$ cat config.mk
export PLATFORM = sky130hd
export DESIGN_NAME = dsp_mac_sequencer
export DESIGN_NICKNAME = d
export VERILOG_FILES = /design/src/rtl/dsp_seq_pkg.sv /design/src/rtl/dsp_opmode_delay.sv /design/src/rtl/dsp_mac_sequencer.sv
export SDC_FILE = /design/constraint.sdc
export NUM_CORES = 1
export LEC_CHECK = 0
export ABC_AREA = 1
export BUFFER_PORTS_ARGS = -buffer_cell sky130_fd_sc_hd__buf_2
export CORE_AREA = 3 3 126 128
export CTS_CLUSTER_DIAMETER = 120
export DETAILED_ROUTE_END_ITERATION = 10
export DIE_AREA = 0 0 129 131
export SYNTH_ARGS = -nofsm -noshare
export SYNTH_HDL_FRONTEND = slang
export SYNTH_SLANG_ARGS = --single-unit
$ cat constraint.sdc
create_clock -name CLK -period 3.7 [get_ports CLK]
set_input_delay 0.185 -clock CLK [delete_from_list [all_inputs] [get_ports CLK]]
set_output_delay 0.185 -clock CLK [all_outputs]
set_load 0.05 [all_outputs]
$ cat src/rtl/dsp_seq_pkg.sv
// Shared definitions for the DSP48A1 operand sequencer.
//   - OPMODE opcodes driven to the slice (X mux in [1:0], Z mux in [3:2])
//   - Sequencer state encoding
//   - drain_count(): cycles to wait after the last beat before P is final
package dsp_seq_pkg;

  // X=M, Z=0 : start a new dot product with the first product
  localparam logic [7:0] OP_MUL  = 8'h01;
  // X=M, Z=P : add the current product to the running sum
  localparam logic [7:0] OP_ACC  = 8'h09;
  // X=0, Z=P : keep P unchanged
  localparam logic [7:0] OP_HOLD = 8'h08;

  typedef enum logic [1:0] {
    IDLE  = 2'd0,
    ACCUM = 2'd1,
    DRAIN = 2'd2,
    OUT   = 2'd3
  } state_t;

  // The final product reaches P PIPE_LAT cycles after the operands are
  // driven, and its opmode trails the operands by MODE_DELAY more cycles.
  function automatic int drain_count(input int pipe_lat, input int mode_delay);
    return pipe_lat + mode_delay;
  endfunction

endpackage

$ cat src/rtl/dsp_opmode_delay.sv
// Fixed-depth shift register for the 8-bit OPMODE word.
// Delays the opcode so it meets its matching product at the post-adder.
// DEPTH = 0 is a plain wire-through. All stages reset to OP_HOLD so the
// slice never sees a spurious multiply while the pipe refills.
// Ports:
//   clk     : clock, rising edge
//   rst     : asynchronous reset, active-high
//   op_in   : opcode entering the delay line
//   op_out  : opcode delayed by DEPTH cycles
module dsp_opmode_delay
  import dsp_seq_pkg::*;
#(
  parameter int DEPTH = 1
) (
  input  logic       clk,
  input  logic       rst,
  input  logic [7:0] op_in,
  output logic [7:0] op_out
);

  generate
    if (DEPTH == 0) begin : g_wire
      logic unused_clk_rst;
      assign unused_clk_rst = clk ^ rst;
      assign op_out = op_in;
    end else begin : g_shift
      logic [7:0] stage_reg [DEPTH];

      always_ff @(posedge clk or posedge rst) begin
        if (rst) begin
          for (int i = 0; i < DEPTH; i++) begin
            stage_reg[i] <= OP_HOLD;
          end
        end else begin
          stage_reg[0] <= op_in;
          for (int i = 1; i < DEPTH; i++) begin
            stage_reg[i] <= stage_reg[i-1];
          end
        end
      end

      assign op_out = stage_reg[DEPTH-1];
    end
  endgenerate

endmodule

$ cat src/rtl/dsp_mac_sequencer.sv
// Operand sequencer feeding a Spartan-6 DSP48A1 slice so that the slice
// accumulates the dot product sum(a*b) of one vector in its P register.
// Beats arrive over valid/ready and are terminated by in_last. After the
// slice pipeline drains, P and CARRYOUT are captured and offered on a
// valid/ready result port together with the beat count.
// Ports:
//   CLK, RST              : clock (rising edge), async active-high reset
//   in_valid/in_ready     : operand beat handshake
//   in_a, in_b, in_last   : operands and end-of-vector marker
//   dsp_a, dsp_b          : to slice A / B
//   dsp_opmode            : to slice OPMODE (delayed by MODE_DELAY)
//   dsp_p, dsp_carryout   : from slice P / CARRYOUT
//   res_valid/res_ready   : result handshake
//   res_data, res_carry   : captured P and CARRYOUT
//   res_len               : beats in the vector (saturating)
//   len_err               : sticky beat-count overflow flag
module dsp_mac_sequencer
  import dsp_seq_pkg::*;
#(
  parameter int OP_W       = 18,
  parameter int P_W        = 48,
  parameter int PIPE_LAT   = 3,
  parameter int MODE_DELAY = 1,
  parameter int CNT_W      = 10
) (
  input  logic             CLK,
  input  logic             RST,
  input  logic             in_valid,
  output logic             in_ready,
  input  logic [OP_W-1:0]  in_a,
  input  logic [OP_W-1:0]  in_b,
  input  logic             in_last,
  output logic [OP_W-1:0]  dsp_a,
  output logic [OP_W-1:0]  dsp_b,
  output logic [7:0]       dsp_opmode,
  input  logic [P_W-1:0]   dsp_p,
  input  logic             dsp_carryout,
  output logic             res_valid,
  input  logic             res_ready,
  output logic [P_W-1:0]   res_data,
  output logic             res_carry,
  output logic [CNT_W-1:0] res_len,
  output logic             len_err
);

  localparam int DRAIN_W = 8;
  localparam logic [DRAIN_W-1:0] DRAIN_LOAD = DRAIN_W'(drain_count(PIPE_LAT, MODE_DELAY));

  state_t             state_reg;
  logic [CNT_W-1:0]   count_reg;
  logic [DRAIN_W-1:0] drain_reg;
  logic [7:0]         op_reg;
  logic               accept;

  assign accept = in_valid & in_ready;

  // in_ready is registered, so it is computed from the state being entered.
  // Operands and opcode default to zero / OP_HOLD every cycle, which makes
  // any cycle without an accepted beat a bubble that leaves P untouched.
  always_ff @(posedge CLK or posedge RST) begin
    if (RST) begin
      state_reg <= IDLE;
      in_ready  <= 1'b0;
      dsp_a     <= '0;
      dsp_b     <= '0;
      op_reg    <= OP_HOLD;
      count_reg <= '0;
      drain_reg <= '0;
      res_valid <= 1'b0;
      res_data  <= '0;
      res_carry <= 1'b0;
      res_len   <= '0;
      len_err   <= 1'b0;
    end else begin
      dsp_a  <= '0;
      dsp_b  <= '0;
      op_reg <= OP_HOLD;
      case (state_reg)
        IDLE: begin
          in_ready <= 1'b1;
          if (accept) begin
            dsp_a     <= in_a;
            dsp_b     <= in_b;
            op_reg    <= OP_MUL;  // discards whatever P held before
            count_reg <= CNT_W'(1);
            if (in_last) begin
              state_reg <= DRAIN;
              in_ready  <= 1'b0;
              drain_reg <= DRAIN_LOAD;
            end else begin
              state_reg <= ACCUM;
            end
          end
        end
        ACCUM: begin
          in_ready <= 1'b1;
          if (accept) begin
            dsp_a  <= in_a;
            dsp_b  <= in_b;
            op_reg <= OP_ACC;
            // Count saturates; the accumulation itself keeps going.
            if (count_reg == {CNT_W{1'b1}}) begin
              len_err <= 1'b1;
            end else begin
              count_reg <= count_reg + CNT_W'(1);
            end
            if (in_last) begin
              state_reg <= DRAIN;
              in_ready  <= 1'b0;
              drain_reg <= DRAIN_LOAD;
            end
          end
        end
        DRAIN: begin
          in_ready <= 1'b0;
          if (drain_reg == '0) begin
            res_data  <= dsp_p;
            res_carry <= dsp_carryout;
            res_len   <= count_reg;
            res_valid <= 1'b1;
            state_reg <= OUT;
          end else begin
            drain_reg <= drain_reg - DRAIN_W'(1);
          end
        end
        OUT: begin
          if (res_ready) begin
            res_valid <= 1'b0;
            in_ready  <= 1'b1;
            state_reg <= IDLE;
          end else begin
            in_ready <= 1'b0;
          end
        end
        default: begin
          state_reg <= IDLE;
          in_ready  <= 1'b0;
        end
      endcase
    end
  end

  dsp_opmode_delay #(
    .DEPTH (MODE_DELAY)
  ) u_opmode_delay (
    .clk    (CLK),
    .rst    (RST),
    .op_in  (op_reg),
    .op_out (dsp_opmode)
  );

endmodule

Word-level counts from Yosys, hierarchy flattened. Cells that the tools add are included.

Bitwise logic cells: 1. Eq/ne operators: 13. $add $sub $neg: 2. Reduce and logical (&&, ||, !) cells: 12. Multiplexer cells: 29.

Operators by type and width (number): $mux W18 (4); $mux W10 (3); $mux W8 (3); $pmux W10 S2 (1); $pmux W8 S2 (1); $ne A2 B2 Y1 const B (7); $mux W2 (6); $add A10 B1 Y10 const B (1); $eq A10 B10 Y1 const B (1); $logic_not A8 Y1 (1); $pmux W2 S4 (1); $pmux W4 S2 (1); $reduce_and A4 Y1 (2); $sub A8 B1 Y8 const B (1); $mux W1 (6); $reduce_and A3 Y1 (2); $reduce_bool A2 Y1 (3); $reduce_and A5 Y1 (1); $eq A2 B2 Y1 const B (2); $mux W4 (1); $ne A2 B1 Y1 const B (2); $pmux W1 S3 (1); $eq A2 B1 Y1 const B (1); $logic_not A2 Y1 (1); other kinds (4) (4).

Output and inout port bits: 106. Bits in registers: 134. Input port bits: 90. Logic and storage cells: 70.

Depth between registers and ports, before layout.
Depth in word-level cells: 4. Gate-level depth with buffers: 11.

Cells and area by module. A second synthesis with hierarchy kept.

Cells, all modules: 580. Area, all modules: 5241.3 sq um.

Modules (own cells, without submodules): dsp_mac_sequencer (area each 5036.1 sq um, instances 1, cells each 571); dsp_opmode_delay (area each 205.2 sq um, instances 1, cells each 9).

Worst setup path before layout. Ideal clock, no wire load.

Path type: register to register. From: register state_reg[1]. To: register drain_reg[3]. Cell stages (with the launch flop): 10. Setup slack: 2.122 ns. Data arrival time: 1.452 ns. Buffers on the path: 1. Library setup time: 0.126 ns. Required time: 3.574 ns. Path through: dfrtp_1 > inv_1 > ha_1 > nor2_1 > buf_2 > nor2_1 > nor2_1 > nand2_2 > inv_2 > o21ai_0.

Longest elaborated chain between the ends: 4.

Ends and longest elaborated chain: start: declaration (RTL line dsp_mac_sequencer.sv:49) `state_t state_reg;`; start signal: assignment (RTL line dsp_mac_sequencer.sv:62) `state_reg <= IDLE;`; start signal: assignment (RTL line dsp_mac_sequencer.sv:87) `state_reg <= DRAIN;`; start signal: assignment (RTL line dsp_mac_sequencer.sv:91) `state_reg <= ACCUM;`; $eq A2 B1 Y1 / $logic_not A2 Y1 (equally long branches) (RTL line dsp_mac_sequencer.sv:78) `case (state_reg)`; $reduce_or A2 Y1 (no source line); $ne A2 B1 Y1 (no source line) / $reduce_bool A2 Y1 (equally long branches); $reduce_and A4 Y1 (no source line); end signal: assignment (RTL line dsp_mac_sequencer.sv:123) `drain_reg <= drain_reg - DRAIN_W'(1);`; end: declaration (RTL line dsp_mac_sequencer.sv:51) `logic [DRAIN_W-1:0] drain_reg;`.

Several ways; a longest one is shown, not always the timed one. A chain may end at the register's enable or synchronous reset.

Final worst setup path.
From: register state_reg[1]. To: register drain_reg[6].

Same word-level chain as after synthesis.

==> flow_metrics.env <==
export IMPL_vias=4485
export IMPL_core_um2=14980
export IMPL_fp_row_count=45
export IMPL_die_area_um2=16900
export IMPL_finalClockSkew_ns=0.007059
export IMPL_worstSetupEndpointType="flop"
export IMPL_crit_path_cell_trace="inv_1 -> ha_1 -> nor2_2 -> nor2_1 -> nor2_1 -> nand2_2 -> inv_2 -> nand3_1 -> nand2_1"
export IMPL_htree_num_levels=4
export IMPL_cap_violations=0
export IMPL_ys_seq_area_share_pct=59.53
export IMPL_cp_arrival_ns=2.52
export IMPL_first_pass_iters=4
export IMPL_drive_above_1_share_pct=29.42
export IMPL_top_register="res_data"
export IMPL_die_h_um=131
export IMPL_synth_ff_type="dfrtp_1"
export IMPL_slew_headroom_pct=34.12
export IMPL_cp_slowest_cell="nor2_2"
export IMPL_period_share_pct=58.88
export IMPL_grt_pass1_wl_mm=20.47
export IMPL_cts_root_buf="clkbuf_16"
export IMPL_netlist_area_um2=5132
export IMPL_synth_seq_cells=122
export IMPL_yosysTopAreaCellShare_pct=58.51
export IMPL_hold_class="in2async"
export IMPL_setup_viol=0
export IMPL_ir_worst_vdd_uv=455.6
export IMPL_synth_cell_types=26
export IMPL_p_total_w=0.006728
export IMPL_critPathMaxStageDelay_ns=0.47
export IMPL_critPathMaxFanout=13
export IMPL_syn2layout_area_growth_pct=42.27
export IMPL_powerDensity_nw_per_um2=921.4
export IMPL_start_util_pct=34.27
export IMPL_synth_edf_count=0
export IMPL_cts_buffers_inserted=17
export IMPL_gp_congestion=0.7769
export IMPL_clock_sinks=122
export IMPL_grtUsageTotal_pct=15.37
export IMPL_hpwl_mm=8.316
export IMPL_max_freq_ghz=0.4590
export IMPL_synth_most_common_cell="nand2_1"
export IMPL_critPathRequiredTime_ns=4.04
export IMPL_largest_reg_flops=48
export IMPL_synth_warning_count=0
export IMPL_die_width_um=129
export IMPL_ant_nets=0
export IMPL_drt_iter0_markers=256
export IMPL_finalMaxSlewViolations=0
export IMPL_antenna_found_initial=0
export IMPL_cts_setup_buffers=0
export IMPL_num_antenna_cells=0
export IMPL_tritoncts="done"
export IMPL_fin_nets=911
export IMPL_rsz0062_at_grt="no"
export IMPL_wl_per_cell_um=12.97
export IMPL_async_flop_share_pct=100.0
export IMPL_period_needed_ns=2.178
export IMPL_postSynthAreaPerCell_um2=8.864
export IMPL_synthTopCellsByArea="dfrtp_1 (59%), nand2_1 (15%), nand3_1 (6.8%)"
export IMPL_vias_per_cell=4.423
export IMPL_fin_setup_tns_ns=0
export IMPL_hold_viol_final=0
export IMPL_worstSetupStartpointType="flop"
export IMPL_largestRegisters="res_data: 48 flops, dsp_a: 18 flops, dsp_b: 18 flops"
export IMPL_status="completed"
export IMPL_clock_path_buffers=2
export IMPL_critical_path_class="reg2reg"
export IMPL_drc=0
export IMPL_postSynthCellCount=579
export IMPL_cts_clk_slew_worst_paths_ns=0.05
export IMPL_yosysTopAreaCell="dfrtp_1"
export IMPL_clock_latency_ns=0.41
export IMPL_grt_max_degree=81
export IMPL_cp_common_cell="nor2_1"
export IMPL_ios=196
export IMPL_portBuffers=189
export IMPL_totalWireLength_mm=13.15
export IMPL_p_leak_nw=3.920
export IMPL_globalRouteOverflowTotal=0
export IMPL_yosys_top_cells_count="nand2_1 (202), dfrtp_1 (120), nand3_1 (70)"
export IMPL_worst_pin_slew_ns=0.9883
export IMPL_grt_pass1_vias=4282
export IMPL_ff2ff_setup_slack_ns=1.52
==> path summary, 6_finish.rpt <==
path,startpoint,end,depth (start not counted)
setup / recovery,state_reg[1]$_DFFE_PP0P_,drain_reg[6]$_DFFE_PP0P_,9
hold / removal,RST,dsp_a[1]$_DFF_PP0_,2
setup reg to reg,state_reg[1]$_DFFE_PP0P_,drain_reg[6]$_DFFE_PP0P_,9
hold reg to reg,op_reg[3]$_DFF_PP1_,u_opmode_delay.op_out[3]$_DFF_PP1_,0
max in group asynchronous,RST,res_data[7]$_DFFE_PP0P_,3
min in group CLK,dsp_p[15],res_data[15]$_DFFE_PP0P_,3
==> timing repair <==
action	in CTS	in global routing
resized for setup	0	0
hold buffers	51	0
endpoints found under the hold margin	51	0
==> placed cells by master (no fill, tap or decap) <==
cell type and count:
buf_4 5, clkbuf_8 1, clkbuf_1 2, a21oi_1 4
clkbuf_16 17, inv_4 1, o21ai_1 9, buf_2 189
o21ai_0 23, nand3_1 70, or2_2 2, nor3_1 2
dfrtp_1 120, nand2_2 5, nor2_2 3, nand2_1 202
xor2_1 2, inv_1 25, inv_2 2, clkinvlp_4 5
conb_1 6, ha_2 1, dfstp_2 2, ha_1 7
bufinv_16 4, dlygate4sd3_1 51, nor2_4 2, o21bai_1 2
nand4_1 3, nor2_1 54, nand3b_1 1, clkinv_2 3
buf_12 1
==> metrics by stage <==
step / hold WS [ns] / util [%] / instance area, um2 / setup slack [ns] / cells
4_1_cts: 0.0002906 / 48.76 / 7302 / 1.468 / 1014
3_5_place_dp: 0.3472 / 41.21 / 6172 / 1.476 / 931
2_1_floorplan: 0.3009 / - / 5151 / 0.2758 / 584
5_1_grt: 0.005961 / 48.76 / 7302 / 1.299 / 1014
3_3_place_gp: 0.3463 / 41.21 / 6172 / 1.614 / 931
6_report: 0.009725 / 48.76 / 7302 / 1.522 / 1014
==> area by class of cell <==
class | instances | area (um2)
clock buffer | 20 | 446.7
clock inverter | 12 | 172.7
fill | 1395 | 7675
inverter | 28 | 107.6
multi-input combinational | 398 | 1770
sequential | 122 | 3055
tap | 188 | 235.2
timing repair buffer | 246 | 1514
==> layer usage <==
layer	global-route usage, %	vias to the layer above	routed length (um)
met5	0	-	0
met4	6.547	0	222
met3	4.553	17	780
met2	25.18	135	6489
met1	19.00	2054	5655
li1	-	2279	-
==> report_power, final <==
| group | internal, W | total [W] | leakage (nW) | switching [W] |
|---|---|---|---|---|
| Sequential | 0.00175 | 0.00197 | 1.58 | 0.000213 |
| Clock | 0.00114 | 0.00172 | 0.288 | 0.000585 |
| Combinational | 0.000673 | 0.00304 | 2.05 | 0.00236 |
| Total | 0.00357 | 0.00673 | 3.92 | 0.00316 |
==> critical path, delay by kind of cell (launching register included) <==
family	cells	cell delay, ns
adder cells (fa/ha/maj)	1	0.36
AND/OR/NAND/NOR	6	1.09
flip-flops	1	0.41
buffers and inverters	2	0.26
==> kinds of logic (layout without fill, tap and decap cells) <==
kind of cell,count (synthesis),in the layout,share of synthesized area (%)
AOI/OAI and AO/OA,38,38,3.803
adders and majority gates,8,8,1.950
and+or+nand+nor,344,344,27.86
buffers and inverters,64,306,6.436
DFF,122,122,59.53
xor gates and xnor gates,2,2,0.3414
other,1,6,0.07306
Note: power is estimated with default switching activity, not from simulation.
